`config.mk`:
```
export PLATFORM = sky130hd
export DESIGN_NAME = sysid_wait_timer
export DESIGN_NICKNAME = d
export VERILOG_FILES = /design/src/rtl/sysid_wait_timer.sv
export SDC_FILE = /design/constraint.sdc
export NUM_CORES = 1
export LEC_CHECK = 0
export ABC_CLOCK_PERIOD_IN_PS = 1500
export CAP_MARGIN = 15
export CELL_PAD_IN_SITES_DETAIL_PLACEMENT = 1
export CELL_PAD_IN_SITES_GLOBAL_PLACEMENT = 1
export CORE_AREA = 2 2 39 41
export CTS_BUF_LIST = sky130_fd_sc_hd__clkbuf_8
export CTS_CLUSTER_DIAMETER = 40
export DETAILED_ROUTE_END_ITERATION = 8
export DIE_AREA = 0 0 41 43
export PLACE_DENSITY = 0.69
export RECOVER_POWER = 25
export SLEW_MARGIN = 20
export SYNTH_ARGS = -nofsm -noshare
export SYNTH_HDL_FRONTEND = slang
export SYNTH_SLANG_ARGS = --single-unit
```
`constraint.sdc`:
```
create_clock -name clock -period 1.5 [get_ports clock]
set_clock_uncertainty 0.2 [all_clocks]
set_input_delay 0.3 -clock clock [delete_from_list [all_inputs] [get_ports clock]]
set_output_delay 0.3 -clock clock [all_outputs]
set_load 0.05 [all_outputs]
```
`src/rtl/sysid_wait_timer.sv`:
```
// ============================================================================
// Module : sysid_wait_timer
// Brief  : Counts consecutive stalled read cycles and flags the cycle in which
//          the stall count reaches TIMEOUT_CYCLES.
// Rev    : 1.0 - initial release
// ============================================================================
`default_nettype none

module sysid_wait_timer #(
    parameter int unsigned TIMEOUT_CYCLES = 255
) (
    input  logic clock,
    input  logic reset,
    input  logic clear_i,
    input  logic stall_i,
    output logic expired_o
);

    localparam int unsigned CNT_W = $clog2(TIMEOUT_CYCLES + 1);
    localparam logic [CNT_W-1:0] CNT_LAST = CNT_W'(TIMEOUT_CYCLES - 1);

    logic [CNT_W-1:0] cnt_q;
    logic [CNT_W-1:0] cnt_d;

    // Clear dominates; otherwise count every stalled read cycle
    always_comb begin
        cnt_d = cnt_q;
        if (clear_i) begin
            cnt_d = '0;
        end else if (stall_i) begin
            cnt_d = cnt_q + CNT_W'(1);
        end
    end

    // Stall counter register
    always_ff @(posedge clock or posedge reset) begin
        if (reset) begin
            cnt_q <= '0;
        end else begin
            cnt_q <= cnt_d;
        end
    end

    // This stalled cycle is the TIMEOUT_CYCLES-th in a row
    assign expired_o = stall_i && (cnt_q == CNT_LAST);

endmodule

`default_nettype wire

```
**Word level (Yosys, flattened, before mapping)**

Cells that the tools add are included.

- Add/sub/neg operators: 1
- Multipliers: 0
- Divide/modulo/power cells: 0
- $lt $le $gt $ge: 0
- Eq/ne operators: 1
- Shift-type cells: 0
- Multiplexer cells: 2
- Bitwise operators: 0
- Reduce and logical (&&, ||, !) cells: 2

Operators with widths:

| cell | number |
|---|---|
| two-way mux 8 bit | 2 |
| adder 8 x 1 -> 8 bit (second input constant) | 1 |
| equality test 8 bit (second input constant) | 1 |
| nonzero test 2 bit | 1 |
| logical AND 1 bit | 1 |

- Register bits: 8
- Bits in latches: 0
- Bits in writable memories: 0
- Bits in read-only memories: 0
- Input bits: 4
- Output and inout bits: 1
- Word-level logic and storage cells: 7
- Memories kept: 0

**Depth between registers and ports, before layout**

- Depth after elaboration: 3
- Depth in mapped cells: 4

**Worst setup path before layout**

Ideal clock, no wire load.

- Path kind: register to output
- Start: register cnt_q[0]
- End: output port expired_o
- Data arrival time: 1350 ps
- Setup slack: -350 ps
- Cell stages (with the launch flop): 5
- Buffers on the path: 0
- Cells stage by stage: dfrtp_1 inv_1 ha_1 nand4_1 nor2_1

- Word-level cells in the longest chain between the ends: 2

RTL lines:

| element | RTL line | source |
|---|---|---|
| from (decl) | 22 | `logic [CNT_W-1:0] cnt_q;` |
| from (signal assigned) | 40 | `cnt_q <= cnt_d;` |
| equality test 8 bit | 45 | `assign expired_o = stall_i && (cnt_q == CNT_LAST);` |
| logical AND 1 bit | 45 |  |
| to (decl) | 16 | `output logic expired_o` |

Every way passes these cells.

**Worst setup path in the final report**

Ends and elaborated chain as after synthesis.

==> flow_summary_export.csv <==
group,metric,value,unit
logic_synthesis,yosys-top-cells-area,"dfrtp_1, xor2_1, ha_1",
drt,wl_per_cell,12.8,µm
setup_path,cp_slowest_cell,"dfrtp_1",
logic_synthesis,syn_area,419,µm²
timing,tns,-210,ps
logic_synthesis,synthAdderAreaFrac,0.0597,
pwr,netSwitchingFraction,0.226,
pwr,ir_drop,0.000411,V
drt,viasPerCell,4.93,
die,ios,5,
clocking,clk_latency,230,ps
pwr,p_leak,0.263,nW
setup_path,path_buf_inv,2,
setup_path,critPathLaunchType,"register",
logic_synthesis,synth_xor_area_frac,0.0836,
pwr,switchingPower,0.125,mW
min_path,min_path_type,"in -> async",
setup_path,end_kind,"primary output",
finish,drive_gt1_frac,0.296,
logic_synthesis,ys_seq_area_frac,0.478,
clocking,root_buffer,"clkbuf_8",
timing,clock.fmax,0.588,GHz
setup_path,r2r_cells,5,
pwr,clockPowerShare,0.473,
die,die_h,43,µm
setup_path,r2r_setup_slack,-10,ps
logic_synthesis,yosys_warnings,0,
timing,fin_crit_sh,1.13,
finish,nNetsFinal,62,
setup_path,crit_required,1000,ps
timing,rsz0062_at_grt,"true",
logic_synthesis,synth_compound_area_frac,0.0896,
timing,finalSetupViolCount,2,
run,maxCapViolCount,0,
drt,dr.first_iter.drc_count,3,
timing,relSlewSlack,0.766,
pwr,power_density,932,nW/µm²
finish,final_core_util,0.430,
logic_synthesis,syn_inst,42,
run_status,status,"finished, violations left",
finish,largest_register,"cnt_q",
clocking,clock_sinks,8,
global_routing,grt_usage,0.154,
logic_synthesis,synthMuxAreaShare,0,
placed_design,io_buffer_count,4,
placed_design,post_dp_cell_area,527,µm²
drt,drc,0,
logic_synthesis,synth-simple-area-share,0.236,
timing,hold_violations,0,
finish,nFillCells,163,
placed_design,gp_congestion,0.728,
setup_path,path_delay_family,"flip-flops",
run_status,violations,"negative setup slack",
setup_path,critPathArrivalTime,1200,ps
pwr,power_frac_seq,0.408,
die,core_area,1380,µm²
setup_path,worstSetupPathType,"reg -> out",
global_routing,grt_pass1_vias,370,
finish,top_regs,"cnt_q (8)",
pwr,combPwrFrac,0.119,
drt,via_count,345,
clocking,clk_pin_slew,40,ps
logic_synthesis,syn_nets,48,
logic_synthesis,synth_top_family_by_area,"simple AND/OR/NAND/NOR gates",
die,start_util,0.303,
finish,diodes,0,
logic_synthesis,synth_seq_cells,8,
setup_path,critPathMaxStageDelay,370,ps
pwr,intPower,0.430,mW
die,die_area,1760,µm²
drt,dr.pass1.iters,4,
logic_synthesis,synth_top_area_frac,0.478,
logic_synthesis,synth_area_leader_cell,"dfrtp_1",
global_routing,antenna_found_initial,0,
setup_path,path_cells,"inv_1 -> ha_1 -> nand4_1 -> nor2_4 -> buf_12",
clocking,cts.path.max_buffers,2,
setup_path,rr_startpoint,"cnt_q[1]",
placed_design,dp_hpwl,619,µm
timing,finalWorstSetupSlack,-202,ps
global_routing,grt_start_max_net_pins,9,
setup_path,r2r-end,"cnt_q[7]",
timing,worst_pin_slew,350,ps
clocking,cts_max_level,1,
logic_synthesis,syn_area_per_cell,9.98,µm²
die,rows,14,
clocking,numCtsBuffers,3,
drt,wl,893,µm
global_routing,overflow,0,
die,die_w,41,µm
setup_path,cp_max_fo,2,
finish,largest_reg_flops,8,
logic_synthesis,synth_cell_types,15,
global_routing,grt_first_pass_wirelength,1640,µm
finish,area_growth,42.1,%
timing,post-route-min-period,1700,ps
clocking,cts_tree,"yes",
finish,final_area,596,µm²
drt,antenna_left,0,
timing,finalMaxSlewViolations,0,
metal layers:
| metal | vias up | routed length [µm] | GRT usage |
|---|---|---|---|
| met5 | - | 0 | 0 |
| met4 | 0 | 41 | 0.120 |
| met3 | 5 | 48 | 0.0942 |
| met2 | 9 | 358 | 0.178 |
| met1 | 162 | 445 | 0.194 |
| li1 | 169 | - | - |
final cells by class:
type,count,area [µm²],area share
sequential,8,200,0.336
timing repair buffer,11,101,0.170
tap,16,20.0,0.0336
inverter,2,7.51,0.0126
multi-input combinational,30,225,0.378
clock buffer,3,41.3,0.0693
synth_stat cells:
cell type,number
inv_1,2
nand4_1,4
a21oi_1,3
ha_1,2
xnor2_1,1
o21ai_0,3
or3_1,3
dfrtp_1,8
a211oi_1,1
nand2_1,3
xor2_1,3
nor2_1,6
clkbuf_1,1
buf_6,1
nand4_4,1
cells by family after synthesis:
logic type	count (synthesis)
AOI/OAI and AO/OA	7
xor gates and xnor gates	4
adders and majority gates	2
buffers and inverters	4
DFF	8
and+or+nand+nor	17
cell usage in the layout, fill, tap and decap left out, drive strengths merged:
cell type / synthesis / final
nand4: 5 / 5
clkbuf: 1 / 3
a21oi: 3 / 3
buf: 1 / 8
xnor2: 1 / 1
a211oi: 1 / 1
nor2: 6 / 6
dfrtp: 8 / 8
dlygate4sd3: 0 / 1
nand2: 3 / 3
or3: 3 / 3
inv: 2 / 2
clkdlybuf4s50: 0 / 1
o21ai: 3 / 3
dlygate4sd2: 0 / 1
ha: 2 / 2
xor2: 3 / 3
power by group through the flow:
stage,combinational [mW],clock [mW],sequential [mW]
floorplan,0.0256,0,0.233
global placement,0.0565,0,0.232
detailed placement,0.0581,0,0.232
CTS,0.0709,0.272,0.226
global route,0.0763,0.285,0.227
finish,0.0661,0.263,0.226
stage by stage:
step                      total power, mW  hold WS (ps)  std cells  setup slack, ps
after floorplan                     0.259         -84.3         42            -31.6
after global placement              0.288           363         66             -280
after detailed placement            0.290           364         66             -291
after CTS                           0.569           132         71             -235
after global routing                0.588           298         70             -300
final                               0.555           262         70             -202
worst max path at each step:
stage | slack, ps | to | cells past startpoint | start
floorplan | -30 | expired_o | 4 | cnt_q[0]
global placement | -280 | cnt_q[7] | 4 | stall_i
detailed placement | -290 | cnt_q[6] | 4 | stall_i
CTS | -230 | expired_o | 5 | cnt_q[0]
global route | -300 | expired_o | 5 | cnt_q[0]
finish | -200 | expired_o | 5 | cnt_q[0]
what timing repair did:
action                     CTS  global route
hold buffers                 0             0
setup buffers                2             2
gates cloned                 0             0
pin swaps                    2             4
resized for setup            3             2
setup endpoints to repair    4             5
No activity file was read; power rests on OpenSTA's default activity.
